`src/rtl/dmem_arb_pkg.sv`:
```
// dmem_arb_pkg: shared types and width defaults for the data-memory arbiter.
package dmem_arb_pkg;

    localparam int DATA_W_DEF = 32;
    localparam int ADDR_W_DEF = 9;

    typedef enum logic [1:0] {IDLE, ISSUE, RESP} arb_state_t;

    typedef enum logic {ID_CORE, ID_EXT} arb_id_t;

    function automatic arb_id_t other_id(arb_id_t id);
        return id == ID_CORE ? ID_EXT : ID_CORE;
    endfunction

endpackage

```
`src/rtl/dmem_arb_pick.sv`:
```
// dmem_arb_pick: combinational winner selection between the core and ext ports.
// With DMEM_ARB_ROUND_ROBIN_EN defined, ties go to the port named by ptr_i;
// otherwise core always beats ext.
module dmem_arb_pick
    import dmem_arb_pkg::*;
(
    input  logic core_req_i,
    input  logic ext_req_i,
`ifdef DMEM_ARB_ROUND_ROBIN_EN
    input  logic ptr_i,
`endif
    output logic gnt_id_o,
    output logic gnt_vld_o
);

    arb_id_t gnt;

    // A lone requester always wins; only a tie consults the pointer.
    always_comb begin
`ifdef DMEM_ARB_ROUND_ROBIN_EN
        gnt = (core_req_i && ext_req_i) ? arb_id_t'(ptr_i) : (core_req_i ? ID_CORE : ID_EXT);
`else
        gnt = core_req_i ? ID_CORE : ID_EXT;
`endif
        gnt_id_o  = gnt;
        gnt_vld_o = core_req_i || ext_req_i;
    end

endmodule

```
`src/rtl/dmem_arbiter.sv`:
```
// dmem_arbiter: shares the single-port data memory between the MEM stage (core)
// and the loader/debug port (ext) with a fixed accept/issue/respond sequence.
// Optional round-robin tie-break is enabled by defining DMEM_ARB_ROUND_ROBIN_EN.
module dmem_arbiter
    import dmem_arb_pkg::*;
#(
    parameter int DATA_W = DATA_W_DEF,
    parameter int ADDR_W = ADDR_W_DEF
) (
    input  logic              clk_i,
    input  logic              reset_i,
    input  logic              core_req_i,
    input  logic              core_we_i,
    input  logic [ADDR_W-1:0] core_addr_i,
    input  logic [DATA_W-1:0] core_wdata_i,
    output logic              core_ack_o,
    output logic              core_done_o,
    output logic [DATA_W-1:0] core_rdata_o,
    input  logic              ext_req_i,
    input  logic              ext_we_i,
    input  logic [ADDR_W-1:0] ext_addr_i,
    input  logic [DATA_W-1:0] ext_wdata_i,
    output logic              ext_ack_o,
    output logic              ext_done_o,
    output logic [DATA_W-1:0] ext_rdata_o,
    output logic              mem_rd_o,
    output logic              mem_wr_o,
    output logic [ADDR_W-1:0] mem_addr_o,
    output logic [DATA_W-1:0] mem_wr_data_o,
    input  logic [DATA_W-1:0] mem_rd_data_i
);

    arb_state_t        state_q;
    arb_id_t           id_q;
    logic              we_q;
    logic [ADDR_W-1:0] mem_addr_q;
    logic [DATA_W-1:0] mem_wr_data_q;
    logic              mem_rd_q;
    logic              mem_wr_q;
    logic              core_done_q;
    logic              ext_done_q;
    logic [DATA_W-1:0] core_rdata_q;
    logic [DATA_W-1:0] ext_rdata_q;
`ifdef DMEM_ARB_ROUND_ROBIN_EN
    // Names the port that wins the next tie; flips away from every winner.
    arb_id_t           ptr_q;
`endif

    logic              gnt_raw;
    logic              gnt_vld;
    arb_id_t           gnt_id;
    logic              accept;
    logic              sel_we;
    logic [ADDR_W-1:0] sel_addr;
    logic [DATA_W-1:0] sel_wdata;
    logic              rd_resp;

    dmem_arb_pick u_pick (
        .core_req_i (core_req_i),
        .ext_req_i  (ext_req_i),
`ifdef DMEM_ARB_ROUND_ROBIN_EN
        .ptr_i      (ptr_q),
`endif
        .gnt_id_o   (gnt_raw),
        .gnt_vld_o  (gnt_vld)
    );

    // Steer the winner's request fields toward the latch registers and decode response phase.
    always_comb begin
        gnt_id    = arb_id_t'(gnt_raw);
        accept    = state_q == IDLE && gnt_vld && !reset_i;
        sel_we    = gnt_id == ID_EXT ? ext_we_i : core_we_i;
        sel_addr  = gnt_id == ID_EXT ? ext_addr_i : core_addr_i;
        sel_wdata = gnt_id == ID_EXT ? ext_wdata_i : core_wdata_i;
        rd_resp   = state_q == RESP && !we_q;
    end

    assign core_ack_o    = accept && gnt_id == ID_CORE;
    assign ext_ack_o     = accept && gnt_id == ID_EXT;
    assign mem_rd_o      = mem_rd_q;
    assign mem_wr_o      = mem_wr_q;
    assign mem_addr_o    = mem_addr_q;
    assign mem_wr_data_o = mem_wr_data_q;
    assign core_done_o   = core_done_q;
    assign ext_done_o    = ext_done_q;
    // Read data arrives from memory during RESP, so it is forwarded alongside done and captured for later.
    assign core_rdata_o  = (rd_resp && id_q == ID_CORE) ? mem_rd_data_i : core_rdata_q;
    assign ext_rdata_o   = (rd_resp && id_q == ID_EXT) ? mem_rd_data_i : ext_rdata_q;

    // Transaction sequencer: latch the winner in IDLE, strobe memory in ISSUE, pulse done in RESP.
    always_ff @(posedge clk_i or posedge reset_i) begin
        if (reset_i) begin
            state_q       <= IDLE;
            id_q          <= ID_CORE;
            we_q          <= 1'b0;
            mem_addr_q    <= '0;
            mem_wr_data_q <= '0;
            mem_rd_q      <= 1'b0;
            mem_wr_q      <= 1'b0;
            core_done_q   <= 1'b0;
            ext_done_q    <= 1'b0;
            core_rdata_q  <= '0;
            ext_rdata_q   <= '0;
`ifdef DMEM_ARB_ROUND_ROBIN_EN
            ptr_q         <= ID_CORE;
`endif
        end else begin
            mem_rd_q    <= 1'b0;
            mem_wr_q    <= 1'b0;
            core_done_q <= 1'b0;
            ext_done_q  <= 1'b0;
            case (state_q)
                IDLE: begin
                    if (accept) begin
                        id_q          <= gnt_id;
                        we_q          <= sel_we;
                        mem_addr_q    <= sel_addr;
                        mem_wr_data_q <= sel_wdata;
                        mem_wr_q      <= sel_we;
                        mem_rd_q      <= !sel_we;
                        state_q       <= ISSUE;
`ifdef DMEM_ARB_ROUND_ROBIN_EN
                        ptr_q         <= other_id(gnt_id);
`endif
                    end
                end
                ISSUE: begin
                    core_done_q <= id_q == ID_CORE;
                    ext_done_q  <= id_q == ID_EXT;
                    state_q     <= RESP;
                end
                RESP: begin
                    if (!we_q && id_q == ID_CORE) core_rdata_q <= mem_rd_data_i;
                    if (!we_q && id_q == ID_EXT) ext_rdata_q <= mem_rd_data_i;
                    state_q <= IDLE;
                end
                default: state_q <= IDLE;
            endcase
        end
    end

endmodule

```
`config.mk`:
```
export PLATFORM = sky130hd
export DESIGN_NAME = dmem_arbiter
export DESIGN_NICKNAME = d
export VERILOG_FILES = /design/src/rtl/dmem_arb_pkg.sv /design/src/rtl/dmem_arb_pick.sv /design/src/rtl/dmem_arbiter.sv
export SDC_FILE = /design/constraint.sdc
export NUM_CORES = 1
export LEC_CHECK = 0
export BUFFER_PORTS_ARGS = -buffer_cell sky130_fd_sc_hd__buf_2
export CORE_MARGIN = 5
export CORE_UTILIZATION = 33
export DETAILED_ROUTE_END_ITERATION = 10
export GPL_TIMING_DRIVEN = 0
export SLEW_MARGIN = 20
export SYNTH_ARGS = -nofsm -noshare
export SYNTH_HDL_FRONTEND = slang
export SYNTH_SLANG_ARGS = --single-unit
```
`constraint.sdc`:
```
create_clock -name clk_i -period 4.4 [get_ports clk_i]
set_clock_uncertainty 0.15 [all_clocks]
set_input_delay 0.22 -clock clk_i [delete_from_list [all_inputs] [get_ports clk_i]]
set_output_delay 0.22 -clock clk_i [all_outputs]
set_load 0.1 [all_outputs]
```
==> results of run 1 <==
area by class of cell:
cell class / instances / area share (%)
clock inverter: 5 / 1.23
timing repair buffer: 267 / 19.0
clock buffer: 26 / 6.13
sequential: 113 / 34.7
tap: 225 / 3.46
inverter: 3 / 0.200
buffer: 24 / 4.21
multi-input combinational: 224 / 31.1
worst max-delay path, delay by kind of cell, from the launching register on:
kind	cells	cell delay (ns)
buffers and inverters	3	0.70
DFF	1	0.44
muxes	1	0.34
and+or+nand+nor	1	0.33
sequential cells by signal, indices dropped and copies added (netlist names):
register       cells
id_q               1
mem_addr_o         9
ext_done_o         1
state_q            2
mem_rd_o           1
ext_rdata_q       32
core_rdata_q      32
core_done_o        1
mem_wr_data_o     32
we_q               1
mem_wr_o           1
cells in the mapped netlist, drive strengths merged:
library cell	instances	area share (%)
mux2	210	42
dfrtp	113	49
buf	24	6.0
and2	4	0.44
inv	3	0.20
mux2i	3	0.53
nor2b	3	0.33
nor4b	2	0.53
nor2	1	0.11
nor4	1	0.37
per-layer routing:
| metal | share of wire (%) | global-route usage [%] | up-vias | routed length (um) |
|---|---|---|---|---|
| met2 | 50 | 24.0 | 135 | 6940 |
| met1 | 42 | 17.3 | 1932 | 5840 |
| li1 | - | - | 1892 | - |
| met5 | 0 | 0 | - | 0 |
| met3 | 5.8 | 3.84 | 25 | 805 |
| met4 | 2.3 | 5.91 | 0 | 316 |
layout by cell type (no fill, tap or decap), drive strengths merged, types with 2 or more instances in the layout:
cell / count
buf: 254
mux2: 210
dfrtp: 113
dlygate4sd3: 37
clkbuf: 26
and2: 4
nor2b: 3
mux2i: 3
bufinv: 3
inv: 3
nor4b: 2
clkinv: 2
what timing repair did:
item,in CTS,in global routing
endpoints found under the setup margin,0,0
resized for setup,0,0
hold endpoints to repair,108,0
hold buffers,37,0
worst max-delay path by stage:
stage | startpoint | end | slack (ns) | cells after the start
2_1_floorplan | reset_i | core_done_o$_DFF_PP0_ | 1.04 | 1
3_3_place_gp | reset_i | core_rdata_q[26]$_DFFE_PP0P_ | -0.31 | 2
3_5_place_dp | state_q[0]$_DFFE_PP0P_ | ext_rdata_o[11] | 2.20 | 5
4_1_cts | state_q[0]$_DFFE_PP0P_ | ext_rdata_o[21] | 1.75 | 5
5_1_grt | state_q[0]$_DFFE_PP0P_ | ext_rdata_o[10] | 1.64 | 5
6_report | state_q[0]$_DFFE_PP0P_ | core_rdata_o[16] | 1.81 | 5
through the flow:
stage | setup TNS (ns) | utilization [%] | area, um^2
detailed placement | 0 | 41.9 | 7180
global placement | -33.94 | 41.7 | 7140
global route | 0 | 47.6 | 8150
finish | 0 | 47.6 | 8150
CTS | 0 | 47.6 | 8150
floorplan | 0 | - | 5720
cells by family (layout without fill, tap and decap cells):
logic type | Yosys count | in the layout | synth area share (%)
flops | 113 | 113 | 49.5
buf+inv | 27 | 325 | 6.20
simple gates | 11 | 11 | 1.77
mux | 213 | 213 | 42.6
==> reports/qor.csv, run 1 <==
metric;value;unit
die_area;20100;um^2
areaGrowthSynthToFinish;42.5;%
crit_path_cell_trace;nor4b_2, buf_6, buf_12, mux2_2, buf_2;
initial_core_util;33.4;%
routabilityCongestion;0.764;
clock.fmax;0.386;GHz
fp.coreArea;17100;um^2
grt_start_max_net_pins;72;
dieWidth;142;um
required;4.03;ns
hold_viol_final;0;
path_max_fanout;10;
io-pin-count;231;
syn_avg_cell_area;15.7;um^2
die_h;142;um
holdPathEnd;mem_wr_o$_DFF_PP0_;
grt.total_usage;14.3;%
outcome;completed;
hold_slack;0.0247;ns
regArea;2830;um^2
r2r-start;state_q[0]$_DFFE_PP0P_;
netlist_instances;364;
clock-sinks;113;
grt_pass1_wl;22.7;mm
io_buffers;229;
worstSetupPathType;register to output port;
placed_cells;819;
cts_setup_buffers;0;
setup_viol;0;
clock_latency;0.39;ns
htreeDepth;4;
grt-ovfl-total;0;
slowest_stage;dfrtp_1;
synth.net_count;484;
hp-start;ext_we_i;
hold_depth;3;
clockRootBuffer;clkbuf_16;
drv_cap;0;
r2r_setup_slack;2.61;ns
drive_above_1_share;73.3;%
wl_per_cell;15.7;um
layout_setup_ws;1.81;ns
max_stage_delay;0.44;ns
multi_input_area;2530;um^2
ctsLongestPathBuffers;2;
ys_types;16;
arrival;2.22;ns
ys_ff_latch;113;
hpwl;10.3;mm
hp-class;input port to register;
drc;0;
drt_iter0_drc;103;
cp-start-kind;register;
vias;3984;
ant_nets;0;
final_cells;887;
first_pass_iters;4;
antennaDiodeCount;0;
max_slew_margin;65.3;%
end_kind;output port;
period_minus_slack;2.59;ns
slew_viol_final;0;
timing.final.crit_share;58.8;%
std_cell_rows;48;
synth_warnings;0;
grt_pass1_vias;4488;
synth-seq-area-share;49.5;%
fill_cells;1561;
clk_pin_slew;0.05;ns
routed_via_density;4.49;
nets;770;
reg2regPathDepth;4;
cts_buffers;17;
rsz0062_at_grt;no;
r2r_end;core_rdata_q[18]$_DFFE_PP0P_;
dp_worst_setup_slack;2.20;ns
wirelength;13.9;mm
antenna_found_initial;0;
cts_tree;built;
tightest_slew;0.524;ns
netlist_area;5720;um^2
Power of run 1 is left out: the tool's default activity adds up to more than one toggle a clock period on the data nets, which glitch-free logic cannot reach.
==> run 2, diff against run 1 <==
clock period = 2.6 ns   (was 4.4 ns; I/O delays follow)
==> run 2 against run 1 <==
Net effect: non-clock buffer count is 91 higher; via count is 11% higher; sequential share of layout area is 3.7 points lower; hold slack better by 0.075 ns; worst setup slack worse by 1.7 ns; first-iteration DRC count is 26% lower; global-route usage is 1.3 points higher; die area stayed put; flip-flop and latch count stayed put; final area is 12% higher; critical path type unchanged; critical endpoint is now ext_rdata_o[12]; largest cell class unchanged.
==> reports/qor.csv, run 2 (same netlist as run 1, synthesis figures left out) <==
metric;value;unit;change
drc;0;;unchanged
grt_start_max_net_pins;35;;was 72
first_pass_iters;4;;unchanged
cp_num_buf_inv;3;;unchanged
std_cell_rows;48;;unchanged
arrival;2.18;ns;was 2.22 ns
hold_slack;0.0993;ns;was 0.0247 ns
final_cells;979;;was 887
reg2regPathDepth;5;;was 4
clk_pin_slew;0.05;ns;about the same
outcome;completed;;unchanged
slew_viol_final;0;;unchanged
critPathTopFamily;buffers and inverters;;unchanged
cts_tree;built;;unchanged
die_area;20100;um^2;unchanged
max_slew_margin;65.4;%;was 65.3%
ctsLongestPathBuffers;2;;unchanged
placed_cells;822;;was 819
final_cell_mix;buf_2 (229), mux2_2 (190), dlygate4sd3_1 (118);;was buf_2 (233), mux2_2 (190), dfrtp_1 (113)
die_h;142;um;unchanged
ant_nets;0;;unchanged
grt_pass1_vias;4985;;was 4,488
nets;861;;was 770
hp-class;input port to asynchronous set/reset pin;;was input port to register
final_core_util;53.3;%;was 47.6%
io-pin-count;231;;unchanged
r2r-start;state_q[0]$_DFFE_PP0P_;;unchanged
path_max_fanout;10;;unchanged
io_buffers;229;;unchanged
dieWidth;142;um;unchanged
fp.coreArea;17100;um^2;unchanged
required;2.32;ns;was 4.03 ns
max_stage_delay;0.44;ns;about the same
hold_viol_final;0;;unchanged
initial_core_util;33.4;%;unchanged
crit_path_cell_trace;nor4b_2, buf_6, buf_12, mux2_1, clkbuf_4;;was nor4b_2, buf_6, buf_12, mux2_2, buf_2
setup_viol;0;;unchanged
hpwl;10.7;mm;was 10.3 mm
antenna_found_initial;0;;unchanged
wirelength;15.3;mm;was 13.9 mm
worstSetupPathType;register to output port;;unchanged
grt.total_usage;15.6;%;was 14.3%
r2r_setup_slack;0.73;ns;was 2.61 ns
mostFrequentLayoutCell;buf_2;;unchanged
end_kind;output port;;unchanged
drive_above_1_share;66.4;%;was 73.3%
fin_setup_tns;0;ns;unchanged
period_minus_slack;2.46;ns;
grt_pass1_wl;25.0;mm;was 22.7 mm
fill_cells;1434;;was 1,561
clock.fmax;0.406;GHz;
clockRootBuffer;clkbuf_16;;unchanged
tightest_slew;0.523;ns;was 0.524 ns
antennaDiodeCount;0;;unchanged
timing.final.crit_share;94.6;%;
areaGrowthSynthToFinish;59.6;%;was 42.5%
drt_iter0_drc;76;;was 103
vias;4426;;was 3,984
cts_buffers;17;;unchanged
clock_latency;0.40;ns;was 0.39 ns
cp-start-kind;register;;unchanged
routed_via_density;4.52;;was 4.49
slowest_stage;dfrtp_1;;unchanged
clock-sinks;113;;unchanged
routabilityCongestion;0.767;;was 0.764
wl_per_cell;15.6;um;was 15.7 um
rsz0062_at_grt;no;;unchanged
r2r_end;ext_rdata_q[15]$_DFFE_PP0P_;;was core_rdata_q[18]$_DFFE_PP0P_
drv_cap;0;;unchanged
grt-ovfl-total;0;;unchanged
htreeDepth;4;;unchanged
[run 2: repair_timing]
action                                  CTS  global route
hold endpoints to repair                221             0
gates resized for setup                   0             4
buffers inserted                          0             7
hold buffers                            118             0
endpoints found under the setup margin    0            37
[run 2: layer usage]
layer / global-route usage (%) / up-vias / share of wire [%]
met5: 0 / - / 0
met4: 4.85 / 0 / 1.8
met3: 5.19 / 22 / 7.1
met2: 26.5 / 161 / 49
met1: 18.7 / 2167 / 42
li1: - / 2076 / -
[run 2: area by class of cell]
cell class,instances,area [um^2],share of cell area (%)
Sequential cell,113,2830,31.0
Multi-Input combinational cell,224,2540,27.8
Clock inverter,14,213,2.33
Inverter,3,15.0,0.165
Buffer,24,343,3.76
Clock buffer,18,429,4.70
Timing Repair Buffer,358,2480,27.2
Tap cell,225,282,3.09
[run 2: worst max path at each step]
stage	startpoint	end	slack, ns	cells after the start
floorplan	state_q[0]$_DFFE_PP0P_	ext_ack_o	0.43	4
global placement	reset_i	ext_rdata_q[26]$_DFFE_PP0P_	0.16	2
detailed placement	state_q[0]$_DFFE_PP0P_	core_rdata_o[10]	0.49	5
CTS	state_q[0]$_DFFE_PP0P_	core_rdata_o[10]	0.04	5
global route	state_q[0]$_DFFE_PP0P_	ext_ack_o	0.02	5
finish	state_q[0]$_DFFE_PP0P_	ext_rdata_o[12]	0.14	5
[run 2: per-stage QoR]
step	setup slack [ns]	instance area, um^2
floorplan	0.432	5720
global placement	0.165	7150
detailed placement	0.489	7240
CTS	0.0414	9060
global route	0.0193	9120
finish	0.139	9120
[run 2: worst reg2reg max path, cell delays in order, from the launching register on]
cell and delay, ns:
dfrtp_1 0.44, nor4b_2 0.32, buf_6 0.21, buf_4 0.16, buf_12 0.13, mux2_2 0.33
Power of run 2 is left out for the same reason.
==> run 3, diff against run 2 <==
CORE_UTILIZATION = 45   (was 33)
CTS_BUF_LIST = sky130_fd_sc_hd__clkbuf_4 sky130_fd_sc_hd__clkbuf_8   (was not set)
PLACE_DENSITY = 0.78   (was not set)
clock period = 2.17 ns   (was 2.6 ns; I/O delays follow)
==> run 3 against run 2 <==
Net effect: the flow now finishes with violations (negative setup slack); routed wire length is 22% higher; critical path depth stayed put; critical endpoint is now ext_rdata_o[14]; register-to-register slack worse by 0.54 ns; final cell count is 4.0% lower.
==> reports/qor.csv, run 3 (same netlist as run 1, synthesis figures left out) <==
metric;value;unit;change
outcome;finished, violations left;;was completed
violations;negative setup slack;;
hp-start;ext_req_i;;
first_pass_iters;4;;unchanged
mostFrequentLayoutCell;buf_2;;unchanged
met3_usage;6.18;%;was 5.19%
drc;0;;unchanged
worstSetupPathType;register to output port;;unchanged
hold_depth;4;;
grt_start_max_net_pins;36;;was 35
wl_per_cell;19.9;um;was 15.6 um
cp-start-kind;register;;unchanged
io-pin-count;231;;unchanged
slowest_stage;dfrtp_2;;was dfrtp_1
dp_worst_setup_slack;0.0812;ns;was 0.489 ns
required;1.91;ns;was 2.32 ns
grt-busiest-layer;met2;;unchanged
die_h;123;um;was 142 um
final_cells;940;;was 979
path_max_fanout;10;;unchanged
die_area;15100;um^2;was 20,100 um^2
grt_pass1_vias;5405;;was 4,985
routabilityCongestion;0.803;;was 0.767
placed_cells;768;;was 822
dieWidth;123;um;was 142 um
clock_latency;0.41;ns;was 0.40 ns
areaGrowthSynthToFinish;70.9;%;was 59.6%
cpMostUsedCell;buf_6;;
io_buffers;229;;unchanged
crit_path_cell_trace;nor4b_4, buf_6, buf_12, mux2_2, buf_6;;was nor4b_2, buf_6, buf_12, mux2_1, clkbuf_4
clk_pin_slew;0.06;ns;was 0.05 ns
use_met1;25.6;%;was 18.7%
clock.fmax;0.432;GHz;
fp.coreArea;12500;um^2;was 17,100 um^2
clockRootBuffer;clkbuf_8;;was clkbuf_16
grt-ovfl-total;0;;unchanged
antenna_found_initial;1;;was 0
hpwl;10.2;mm;was 10.7 mm
met2_usage;43.1;%;was 26.5%
nets;874;;was 861
routed_via_density;4.97;;was 4.52
timing.final.crit_share;107;%;
ant_nets;0;;unchanged
r2r_setup_slack;0.19;ns;was 0.73 ns
end_kind;output port;;unchanged
grt_pass1_wl;27.6;mm;was 25.0 mm
hp-class;input port to register;;was input port to asynchronous set/reset pin
rsz0062_at_grt;yes;;was no
final_area;9770;um^2;was 9120 um^2
place_area;7140;um^2;was 7240 um^2
vias;4670;;was 4,426
clock-sinks;113;;unchanged
max_slew_margin;65.2;%;was 65.4%
layout_setup_ws;-0.144;ns;was 0.139 ns
setup_viol;63;;was 0
holdPathEnd;state_q[0]$_DFFE_PP0P_;;
reg2regPathDepth;6;;was 5
hold_viol_final;0;;unchanged
max_stage_delay;0.45;ns;was 0.44 ns
r2r_end;mem_wr_data_o[10]$_DFFE_PP0P_;;was ext_rdata_q[15]$_DFFE_PP0P_
slew_viol_final;0;;unchanged
htreeDepth;4;;unchanged
cts_tree;built;;unchanged
cts_buffers;17;;unchanged
ctsLongestPathBuffers;2;;unchanged
tightest_slew;0.521;ns;was 0.523 ns
drive_above_1_share;68.3;%;was 66.4%
drt_iter0_drc;195;;was 76
grt.total_usage;23.6;%;was 15.6%
arrival;2.06;ns;was 2.18 ns
final_cell_mix;buf_2 (167), mux2_2 (164), dlygate4sd3_1 (117);;was buf_2 (229), mux2_2 (190), dlygate4sd3_1 (118)
r2r-start;state_q[0]$_DFFE_PP0P_;;unchanged
wirelength;18.7;mm;was 15.3 mm
period_minus_slack;2.31;ns;
std_cell_rows;41;;was 48
drv_cap;0;;unchanged
initial_core_util;45.7;%;was 33.4%
run 3: cell count changes in the layout (fill, tap and decap cells not counted), moves of 3 or more:
cell and change:
buf_12 +34, buf_2 -62, buf_4 +15, buf_6 +31
clkbuf_16 -17, clkbuf_4 -3, clkbuf_8 +22, clkinv_4 -3
mux2_1 -4, mux2_2 -26, mux2_4 +30
run 3: metrics by stage:
step                      utilization (%)  hold slack (ns)  TNS, ns
after floorplan                         -           0.0932        0
after global placement               56.6            0.209   -21.51
after detailed placement             57.1           0.0495        0
after CTS                            75.6           0.0995    -9.15
after global routing                 78.0           0.0182   -12.49
final                                78.0           0.0136    -6.53
run 3: timing repair:
action,4_1_cts,5_1_grt
endpoints found under the setup margin,66,66
gates resized for setup,174,70
setup buffers,16,9
endpoints found under the hold margin,221,0
pin swaps,2,2
hold buffers,117,0
cloned,1,0
run 3: area by class of cell:
class / instances / area [um^2]
timing repair buffer: 373 / 3290
buffer: 22 / 312
clock buffer: 23 / 310
tap: 172 / 215
inverter: 3 / 15.0
fill: 705 / 2750
clock inverter: 9 / 128
multi-input combinational: 224 / 2670
antenna: 1 / 2.50
sequential: 113 / 2830
run 3: worst max-delay path by stage:
stage / to / start / slack, ns
2_1_floorplan: ext_ack_o / state_q[0]$_DFFE_PP0P_ / 0.02
3_3_place_gp: ext_rdata_q[4]$_DFFE_PP0P_ / reset_i / -0.19
3_5_place_dp: ext_rdata_o[10] / state_q[0]$_DFFE_PP0P_ / 0.08
4_1_cts: ext_rdata_o[10] / state_q[0]$_DFFE_PP0P_ / -0.17
5_1_grt: core_rdata_o[24] / id_q$_DFFE_PP0P_ / -0.24
6_report: ext_rdata_o[14] / state_q[0]$_DFFE_PP0P_ / -0.14
run 3: routing by layer:
layer	wire, um	part of all wire [%]
met1	6790	36
met2	10300	55
met3	1060	5.6
met4	562	3.0
met5	0	0
run 3: worst max-delay path: cells and delay by family, from the launching register on:
kind | cells | cell delay, ns
buf+inv | 3 | 0.53
mux | 1 | 0.37
flops | 1 | 0.45
simple gates | 1 | 0.29
Power of run 3 is left out for the same reason.
